**config.mk**
```make
export PLATFORM = sky130hd
export DESIGN_NAME = dlx_multicycle_sequencer
export DESIGN_NICKNAME = d
export VERILOG_FILES = /design/src/rtl/dlx_multicycle_sequencer.sv
export SDC_FILE = /design/constraint.sdc
export NUM_CORES = 1
export LEC_CHECK = 0
export ABC_AREA = 0
export CAP_MARGIN = 20
export CORE_ASPECT_RATIO = 1.75
export CORE_MARGIN = 2
export CORE_UTILIZATION = 25
export CTS_CLUSTER_DIAMETER = 120
export DETAILED_ROUTE_END_ITERATION = 7
export GPL_ROUTABILITY_DRIVEN = 1
export MAX_ROUTING_LAYER = met4
export PLACE_DENSITY = 0.52
export SETUP_SLACK_MARGIN = 0.02
export SLEW_MARGIN = 20
export SYNTH_ARGS = -nofsm -noshare
export SYNTH_HDL_FRONTEND = slang
export SYNTH_SLANG_ARGS = --single-unit
```
**constraint.sdc**
```tcl
create_clock -name clk -period 2.1 [get_ports clk]
set_clock_uncertainty 0.05 [all_clocks]
set_input_delay 0.42 -clock clk [delete_from_list [all_inputs] [get_ports clk]]
set_output_delay 0.42 -clock clk [all_outputs]
set_load 0.1 [all_outputs]
```
**src/rtl/dlx_multicycle_sequencer.sv**
```systemverilog
// Multicycle control sequencer for the DLX integer datapath.
// Walks each instruction through FETCH/DECODE/EXEC/MEM/WB, runs the
// instruction/data memory handshakes, and issues PC/IR/register-file
// strobes and mux selects. It also counts retired instructions and flags
// illegal opcodes and memory timeouts.
//
// Handshake: a request (imem_req / dmem_req) is raised on entry to FETCH / MEM
// and held every cycle until the matching ack is seen high in a cycle where the
// request is high. That cycle completes the transfer. Acks seen while no
// request is outstanding are ignored. A request that waits TIMEOUT cycles
// without an ack is dropped and reported on bus_err.
module dlx_multicycle_sequencer #(
    parameter int CNT_W   = 32,
    parameter int TIMEOUT = 16
) (
    input  logic             clk,
    input  logic             rst_n,
    input  logic             run,
    input  logic [31:0]      ir,
    input  logic             zero,
    input  logic             imem_ack,
    input  logic             dmem_ack,
    output logic             imem_req,
    output logic             dmem_req,
    output logic             dmem_we,
    output logic             ir_we,
    output logic             pc_we,
    output logic [1:0]       pc_sel,
    output logic             rf_we,
    output logic [1:0]       rf_dst_sel,
    output logic [1:0]       wb_sel,
    output logic             alu_src_imm,
    output logic             illegal_op,
    output logic             bus_err,
    output logic [2:0]       state,
    output logic [CNT_W-1:0] instr_count
);

    typedef enum logic [2:0] {
        S_IDLE   = 3'd0,
        S_FETCH  = 3'd1,
        S_DECODE = 3'd2,
        S_EXEC   = 3'd3,
        S_MEM    = 3'd4,
        S_WB     = 3'd5
    } state_t;

    typedef enum logic [3:0] {
        C_RTYPE, C_ALUI, C_LOAD, C_STORE, C_BEQZ, C_BNEZ,
        C_J, C_JAL, C_JR, C_JALR, C_NOP, C_ILL
    } cls_t;

    localparam int TO_W    = (TIMEOUT < 2) ? 1 : $clog2(TIMEOUT + 1);
    localparam int TO_LAST = (TIMEOUT > 0) ? TIMEOUT - 1 : 0;

    state_t          cur_state;
    state_t          next_state;
    cls_t            dec_cls;
    cls_t            cls_q;
    logic [TO_W-1:0] wait_cnt;
    logic            timeout_hit;
    logic            waiting;
    logic            retire;
    logic            finish;
    logic            unused_ir_bits;

    // Only the opcode field matters here; the ALU function is decoded elsewhere.
    assign unused_ir_bits = ^ir[25:0];

    function automatic cls_t classify(input logic [5:0] op);
        cls_t c;
        case (op) inside
            6'h00:                             c = C_RTYPE;
            [6'h08:6'h0F], 6'h14, [6'h16:6'h1D]: c = C_ALUI;
            6'h20, 6'h21, 6'h23, 6'h24, 6'h25: c = C_LOAD;
            6'h28, 6'h29, 6'h2B:               c = C_STORE;
            6'h04:                             c = C_BEQZ;
            6'h05:                             c = C_BNEZ;
            6'h02:                             c = C_J;
            6'h03:                             c = C_JAL;
            6'h12:                             c = C_JR;
            6'h13:                             c = C_JALR;
            6'h15:                             c = C_NOP;
            default:                           c = C_ILL;
        endcase
        return c;
    endfunction

    assign dec_cls     = classify(ir[31:26]);
    assign timeout_hit = (TIMEOUT != 0) && (wait_cnt == TO_W'(TO_LAST));
    assign state       = cur_state;

    // Next-state and control strobes, decoded from the current state, the latched opcode class and the acks.
    always_comb begin
        next_state  = cur_state;
        imem_req    = 1'b0;
        dmem_req    = 1'b0;
        dmem_we     = 1'b0;
        ir_we       = 1'b0;
        pc_we       = 1'b0;
        pc_sel      = 2'd0;
        rf_we       = 1'b0;
        rf_dst_sel  = 2'd0;
        wb_sel      = 2'd0;
        alu_src_imm = 1'b0;
        illegal_op  = 1'b0;
        bus_err     = 1'b0;
        waiting     = 1'b0;
        retire      = 1'b0;
        finish      = 1'b0;
        case (cur_state)
            S_IDLE: begin
                if (run) next_state = S_FETCH;
            end
            S_FETCH: begin
                imem_req = 1'b1;
                if (imem_ack) begin
                    ir_we      = 1'b1;
                    pc_we      = 1'b1;
                    next_state = S_DECODE;
                end else if (timeout_hit) begin
                    bus_err    = 1'b1;
                    next_state = S_IDLE;
                end else begin
                    waiting = 1'b1;
                end
            end
            S_DECODE: begin
                if (dec_cls == C_ILL) begin
                    illegal_op = 1'b1;
                    finish     = 1'b1;
                end else begin
                    next_state = S_EXEC;
                end
            end
            S_EXEC: begin
                alu_src_imm = (cls_q == C_ALUI) || (cls_q == C_LOAD) || (cls_q == C_STORE);
                case (cls_q)
                    C_BEQZ:  begin pc_we = zero;  pc_sel = 2'd1; retire = 1'b1; end
                    C_BNEZ:  begin pc_we = ~zero; pc_sel = 2'd1; retire = 1'b1; end
                    C_J:     begin pc_we = 1'b1;  pc_sel = 2'd2; retire = 1'b1; end
                    C_JR:    begin pc_we = 1'b1;  pc_sel = 2'd3; retire = 1'b1; end
                    C_NOP:   retire = 1'b1;
                    C_LOAD, C_STORE: next_state = S_MEM;
                    C_RTYPE, C_ALUI, C_JAL, C_JALR: next_state = S_WB;
                    default: next_state = S_IDLE;
                endcase
            end
            S_MEM: begin
                dmem_req    = 1'b1;
                dmem_we     = (cls_q == C_STORE);
                alu_src_imm = 1'b1;
                if (dmem_ack) begin
                    if (cls_q == C_STORE) retire = 1'b1;
                    else                  next_state = S_WB;
                end else if (timeout_hit) begin
                    bus_err    = 1'b1;
                    next_state = S_IDLE;
                end else begin
                    waiting = 1'b1;
                end
            end
            S_WB: begin
                rf_we  = 1'b1;
                retire = 1'b1;
                case (cls_q)
                    C_ALUI: rf_dst_sel = 2'd1;
                    C_LOAD: begin rf_dst_sel = 2'd1; wb_sel = 2'd1; end
                    C_JAL:  begin rf_dst_sel = 2'd2; wb_sel = 2'd2; pc_we = 1'b1; pc_sel = 2'd2; end
                    C_JALR: begin rf_dst_sel = 2'd2; wb_sel = 2'd2; pc_we = 1'b1; pc_sel = 2'd3; end
                    default: rf_dst_sel = 2'd0;
                endcase
            end
            default: next_state = S_IDLE;
        endcase
        if (retire) finish = 1'b1;
        // The end of an instruction is the only point where run is re-examined.
        if (finish) next_state = run ? S_FETCH : S_IDLE;
    end

    // State, latched opcode class, handshake wait counter and retired-instruction counter.
    always_ff @(posedge clk) begin
        if (!rst_n) begin
            cur_state   <= S_IDLE;
            cls_q       <= C_NOP;
            wait_cnt    <= '0;
            instr_count <= '0;
        end else begin
            cur_state <= next_state;
            if (cur_state == S_DECODE) cls_q <= dec_cls;
            if (waiting) wait_cnt <= wait_cnt + TO_W'(1);
            else         wait_cnt <= '0;
            if (retire) instr_count <= instr_count + CNT_W'(1);
        end
    end

endmodule

```
==> results of run 1 <==
critical path: stages, from the launching register on:
cell and delay, ps:
sky130_fd_sc_hd__dfxtp_2 350, sky130_fd_sc_hd__and2b_2 250, sky130_fd_sc_hd__a22oi_2 230, sky130_fd_sc_hd__nor2_4 50
sky130_fd_sc_hd__a211o_4 320, sky130_fd_sc_hd__buf_12 170
state kept, by name (all words and copies together) (netlist names):
| register | cells |
|---|---|
| cls_q | 4 |
| instr_count | 32 |
| state | 3 |
| wait_cnt | 5 |
worst max path at each step:
stage,to,depth (start not counted)
4_1_cts,pc_we,5
3_5_place_dp,illegal_op,6
5_1_grt,pc_we,5
6_report,pc_we,5
3_3_place_gp,illegal_op,6
2_1_floorplan,pc_we,4
per-stage QoR:
stage               hold WS [ps]  setup TNS, ps  instance area (µm²)  std cells  total power [mW]
CTS                        411.1         -69.32                 4327        545             2.272
floorplan                  367.9         -12140                 2922        312             1.243
global placement           380.5          -3209                 4021        528             1.419
global route               431.0          -1186                 4539        554             2.386
detailed placement         396.8          -3148                 4021        528             1.423
finish                     400.8         -36.63                 4539        554             2.282
repair_timing:
action | 4_1_cts | 5_1_grt
endpoints found under the setup margin | 24 | 32
gates resized for setup | 42 | 31
gates cloned | 0 | 1
hold endpoints to repair | 0 | 0
pin swaps | 11 | 24
setup buffers | 9 | 8
report_power, final:
part | switching, mW | leakage, nW | internal, mW
registers | 0.0202 | 0.369 | 0.847
logic | 0.363 | 1.59 | 0.262
clock network | 0.321 | 0.0766 | 0.469
total | 0.704 | 2.03 | 1.58
metal layers:
layer | vias to the layer above | global-route usage [%] | routed length [µm]
met3 | 13 | 2.344 | 247
met2 | 51 | 25.62 | 4323
met1 | 1227 | 14.74 | 2933
met5 | - | - | 0
li1 | 1315 | - | -
met4 | 0 | 5.798 | 175
area by class of cell:
type / count / area, µm² / area share (%)
clock buffer: 6 / 138.9 / 3.060
clock inverter: 2 / 10.01 / 0.2205
inverter: 6 / 26.28 / 0.5788
multi-input combinational: 244 / 2017 / 44.43
sequential: 44 / 934.6 / 20.59
tap: 127 / 158.9 / 3.501
timing repair buffer: 125 / 1254 / 27.62
synth_stat cells (all sizes together) (2+ instances only):
| library cell | n | share of area (%) |
|---|---|---|
| a21oi | 10 | 1.9 |
| a21boi | 2 | 0.58 |
| o22ai | 4 | 0.97 |
| nor2 | 24 | 3.8 |
| clkbuf | 9 | 1.4 |
| nand4 | 10 | 2.7 |
| nor2b | 4 | 0.97 |
| nor4 | 4 | 1.2 |
| o21ai | 11 | 2.1 |
| buf | 9 | 3.0 |
| and4 | 2 | 0.68 |
| o21a | 6 | 1.7 |
| xor2 | 15 | 5.1 |
| nand3b | 2 | 0.58 |
| nor3 | 10 | 2.1 |
| inv | 6 | 0.87 |
| mux2i | 4 | 1.5 |
| xnor2 | 16 | 5.4 |
| dfxtp | 44 | 34 |
| nor4b | 3 | 1.0 |
| ha | 3 | 1.4 |
| nand2 | 26 | 3.9 |
| and3b | 2 | 0.68 |
| and3 | 12 | 2.9 |
| a221oi | 2 | 0.68 |
| a211oi | 2 | 0.77 |
| nor3b | 4 | 1.4 |
| and2 | 35 | 8.4 |
| nand3 | 13 | 2.5 |
| nand2b | 3 | 0.72 |
cells by family after synthesis:
family,count (synthesis),synth area share [%]
AO/OA/AOI/OAI,47,12.40
buffers and inverters,24,5.260
adder cells (fa/ha/maj),3,1.448
multiplexers,4,1.544
flip-flops,44,33.98
XOR/XNOR,31,10.47
AND/OR/NAND/NOR,159,34.89
==> reports/metrics.yaml, run 1 <==
synth:
  synth-warning-count: 0
  synth_seq_cells: 44
  yosysUniqueCellTypes: 58
  synthesis.nets: 353
  synth.cell_area_um2: 2592
  postSynthCellCount: 312
  ys.flop_type: "sky130_fd_sc_hd__dfxtp_1"
  async_reset_ff_share_pct: 0
  synth_edf_count: 0
  synth.yosys.seq_area_share_pct: 33.98
  synth_area_per_cell_um2: 8.309
outcome:
  outcome: "complete, but fails checks"
  violations: "setup timing"
grt:
  antenna_found_initial: 0
  first_pass_grt_wire_length_um: 12390
  grt_start_max_net_pins: 43
  grt_ovf: 0
  vias_in_the_first_global_route: 2589
  groute.usage.overall_pct: 14.20
clocking:
  tritoncts_clock_tree: "built"
  holdBufCountCts: 0
  clock_tree.root_cell: "sky130_fd_sc_hd__clkbuf_16"
  clk_pin_slew_worst_paths_ps: 60
  cts.sinks: 44
  clkLatencyLatePin_ps: 280
  cts_buffers: 5
  cts.path.max_buffers: 2
  number_of_h_tree_branching_levels: 2
final_layout:
  antenna-diode-count: 0
  layout.cells.most_common: "sky130_fd_sc_hd__buf_4"
  nets: 467
  final_cell_mix: "84 x sky130_fd_sc_hd__buf_4, 31 x sky130_fd_sc_hd__and2_1, 22 x sky130_fd_sc_hd__nand2_1"
  layout-area-overhead-vs-synth_pct: 75.10
  layout.filler_cells: 1011
  layout-drive-gt1-share_pct: 51.52
  utilization_pct: 44.60
route:
  routed_wl_um: 7679
  detailedRoute.firstPassIterationCount: 4
  post-route-drc-count: 0
  antenna_violation_net_count_after_detailed_routing: 0
  dr_total_vias: 2606
  avgViaCountPerCell: 4.704
  drt-initial-drc-count: 100
  routed_wire_length_per_instance_um: 13.86
worst_setup_path:
  crit-reg2reg-launch: "instr_count[9]$_SDFFE_PN0P_"
  depth_of_the_worst_register_to_register_path: 8
  critical_path_arrival_ps: 1670
  crit_start: "cls_q[3]$_SDFFE_PN1P_"
  endpoint_of_the_lowest_slack_register_to_register_path: "instr_count[25]$_SDFFE_PN0P_"
  worstSetupStartpointType: "flip-flop"
  worst_ep_required_time_ps: 1630
  nature_of_the_critical_path_endpoint: "primary output"
  worst-setup-path-type: "flip-flop to primary output"
  worstPathMaxFanout: 5
  reg2reg_slack_ps: 20
hold_path:
  hold-path-endpoint: "wait_cnt[0]$_SDFF_PN0_"
  whs_path_depth: 1
  launch_instance_of_the_worst_min_delay_path: "wait_cnt[0]$_SDFF_PN0_"
  worst_hold_path_type: "flip-flop to flip-flop"
pwr:
  power.ir.vdd_worst_mv: 0.3928
  p_leak_nw: 2.032
  power.density_cell_area_nw_per_um2: 502.8
place:
  routabilityCongestion: 0.8154
  place_hpwl_um: 5589
  pre_cts_ws_ps: -442.0
  port_buffers: 61
floorplanning:
  die-area_um2: 11230
  core_region_area_um2: 10180
  start_util_pct: 25.47
  core.rowCount: 49
  num_io_pins: 88
  die_height_um: 138.7
  die_x_um: 80.98
sta:
  worst_slack_ps: -36.63
  final_hold_viol_count: 0
  rsz_0062_raised_after_global_routing: "yes"
  timing_worst_slew_pin_value_ps: 438.1
  min_period_over_period_pct: 101.7
  finalMaxSlewViolations: 0
  period_needed_ps: 2137
  timing.slew.headroom_pct: 70.72
  maxClockFrequency_mhz: 468.0
  finalSetupViolations: 1
job:
  maxCapViolCount: 0
(Power assumes the default switching activity.)
==> run 2: changes to the inputs <==
--- a/config.mk
+++ b/config.mk
@@ -5,7 +5,6 @@
 export SDC_FILE = /design/constraint.sdc
 export NUM_CORES = 1
 export LEC_CHECK = 0
-export ABC_AREA = 0
 export CAP_MARGIN = 20
 export CORE_ASPECT_RATIO = 1.75
 export CORE_MARGIN = 2
@@ -15,8 +14,10 @@
 export GPL_ROUTABILITY_DRIVEN = 1
 export MAX_ROUTING_LAYER = met4
 export PLACE_DENSITY = 0.52
+export REMOVE_ABC_BUFFERS = 1
 export SETUP_SLACK_MARGIN = 0.02
 export SLEW_MARGIN = 20
 export SYNTH_ARGS = -nofsm -noshare
 export SYNTH_HDL_FRONTEND = slang
 export SYNTH_SLANG_ARGS = --single-unit
+export TNS_END_PERCENT = 20
==> reports/metrics.yaml, run 2 (synthesized netlist as in run 1, its figures left out) <==
pwr:
  power.share.combinational_pct: 26.1
  power.share.switching_pct: 29.69
  power.ir.vdd_worst_mv: 0.4201
  power.net_switching_uw: 671.4
  total_power_mw: 2.261
  p_leak_nw: 1.903
  part_of_the_total_power_dissipated_in_sequential_elements_pct: 38.6
  share_clk_of_total_power_pct: 35.3
  p_int_mw: 1.590
  power.density_cell_area_nw_per_um2: 528.6
clocking:
  clock_tree.root_cell: "sky130_fd_sc_hd__clkbuf_16"
  cts_buffers: 5
  holdBufCountCts: 0
  clkLatencyLatePin_ps: 290
  number_of_h_tree_branching_levels: 2
  tritoncts_clock_tree: "built"
  cts.path.max_buffers: 2
  cts.sinks: 44
  clk_pin_slew_worst_paths_ps: 60
hold_path:
  hold-path-endpoint: "wait_cnt[0]$_SDFF_PN0_"
  whs_path_depth: 1
  launch_instance_of_the_worst_min_delay_path: "wait_cnt[0]$_SDFF_PN0_"
  worst_hold_path_type: "flip-flop to flip-flop"
sta:
  timing.slew.headroom_pct: 76.29
  rsz_0062_raised_after_global_routing: "yes"
  period_needed_ps: 2217
  finalMaxSlewViolations: 0
  min_period_over_period_pct: 105.6
  worst_slack_ps: -117.2
  final_hold_viol_count: 0
  maxClockFrequency_mhz: 451.0
  timing_worst_slew_pin_value_ps: 350.7
  finalSetupViolations: 1
place:
  place_hpwl_um: 5524
  postPlaceCellArea_um2: 3904
  pre_cts_ws_ps: -405.8
  port_buffers: 61
  routabilityCongestion: 0.7661
grt:
  vias_in_the_first_global_route: 2595
  grt_start_max_net_pins: 43
  antenna_found_initial: 0
  groute.usage.overall_pct: 13.19
  grt_ovf: 0
  first_pass_grt_wire_length_um: 11620
final_layout:
  reg.largest.list: "instr_count (32), wait_cnt (5), cls_q (4)"
  largest_register_ffs: 32
  layout-area-overhead-vs-synth_pct: 65.01
  nets: 475
  layout-drive-gt1-share_pct: 40.23
  finalInstanceArea_um2: 4278
  antenna-diode-count: 0
  regMostFlops: "instr_count"
  layout.cells.most_common: "sky130_fd_sc_hd__buf_4"
  final_cell_mix: "86 x sky130_fd_sc_hd__buf_4, 34 x sky130_fd_sc_hd__dfxtp_1, 31 x sky130_fd_sc_hd__and2_1"
route:
  avgViaCountPerCell: 4.699
  dr_total_vias: 2641
  routed_wire_length_per_instance_um: 12.80
  post-route-drc-count: 0
  routed_wl_um: 7194
  detailedRoute.firstPassIterationCount: 4
  antenna_violation_net_count_after_detailed_routing: 0
  drt-initial-drc-count: 48
worst_setup_path:
  endpoint_of_the_lowest_slack_register_to_register_path: "instr_count[24]$_SDFFE_PN0P_"
  critical_path.cell_chain: "and2b_2 > buf_6 > a31oi_1 > o22ai_1 > a211o_1 > buf_12"
  depth_of_the_worst_register_to_register_path: 8
  cp_slowest_stage_delay_ps: 350
  worstSetupStartpointType: "flip-flop"
  worst-setup-path-type: "flip-flop to primary output"
  reg2reg_slack_ps: 30
  crit-reg2reg-launch: "instr_count[12]$_SDFFE_PN0P_"
  crit_start: "cls_q[3]$_SDFFE_PN1P_"
  worst_ep_required_time_ps: 1630
  critical_path_arrival_ps: 1750
  nature_of_the_critical_path_endpoint: "primary output"
  worstPathMaxFanout: 4
  cp_slowest_cell: "sky130_fd_sc_hd__dfxtp_2"
outcome:
  violations: "setup timing"
  outcome: "complete, but fails checks"
floorplanning:
  die_x_um: 80.98
  start_util_pct: 25.47
  core.rowCount: 49
  num_io_pins: 88
  die_height_um: 138.7
  core_region_area_um2: 10180
  die-area_um2: 11230
job:
  maxCapViolCount: 0
==> run 2: power groups by stage <==
stage	Sequential, mW	Clock, mW	Combinational (mW)
3_3_place_gp	0.890	0	0.548
2_1_floorplan	0.960	0	0.209
4_1_cts	0.872	0.822	0.575
3_5_place_dp	0.890	0	0.550
6_report	0.874	0.798	0.590
5_1_grt	0.875	0.852	0.632
==> run 2: critical path, delay by kind of cell, from the launching register on <==
kind	cells	cell delay, ps
buf+inv	2	300
flops	1	350
compound gates	3	550
simple gates	1	260
==> run 2: layout make-up <==
| class | instances | area [µm²] |
|---|---|---|
| sequential | 44 | 900.9 |
| fill | 1070 | 5899 |
| tap | 127 | 158.9 |
| multi-input combinational | 244 | 1689 |
| timing repair buffer | 133 | 1358 |
| clock buffer | 6 | 138.9 |
| clock inverter | 2 | 10.01 |
| inverter | 6 | 22.52 |
==> run 2: through the flow <==
step	hold slack, ps	instances	utilization [%]	TNS, ps
2_1_floorplan	367.9	294	-	-69850
3_3_place_gp	381.7	546	38.36	-6178
3_5_place_dp	396.3	546	38.36	-6222
4_1_cts	407.6	557	40.77	-206.7
5_1_grt	416.6	562	42.03	-477.7
6_report	401.2	562	42.03	-117.2
==> run 2: worst max-delay path by stage <==
stage,endpoint,slack (ps),cells after the start
floorplan,pc_we,-3590,3
global placement,illegal_op,-420,6
detailed placement,illegal_op,-410,6
CTS,pc_we,-130,6
global route,pc_we,-170,6
finish,pc_we,-120,6
==> run 2: per-layer routing <==
layer  vias to the layer above  track usage, %  routed length, µm
li1                       1331               -                  -
met1                      1250           13.57               2806
met2                        53           24.53               4058
met3                         7           2.279                230
met4                         0           4.014                 97
met5                         -               -                  0
==> run 2: repair_timing <==
action                     4_1_cts  5_1_grt
setup endpoints to repair       26       34
gates resized for setup         38       36
buffers inserted                 3        5
pin swaps                       10       16
==> run 3: changes to the inputs <==
--- a/config.mk
+++ b/config.mk
@@ -16,7 +16,6 @@
 export PLACE_DENSITY = 0.52
 export REMOVE_ABC_BUFFERS = 1
 export SETUP_SLACK_MARGIN = 0.02
-export SLEW_MARGIN = 20
 export SYNTH_ARGS = -nofsm -noshare
 export SYNTH_HDL_FRONTEND = slang
 export SYNTH_SLANG_ARGS = --single-unit
==> results of run 3 <==
No change in the layout: final DEF, timing and power equal those of run 2.
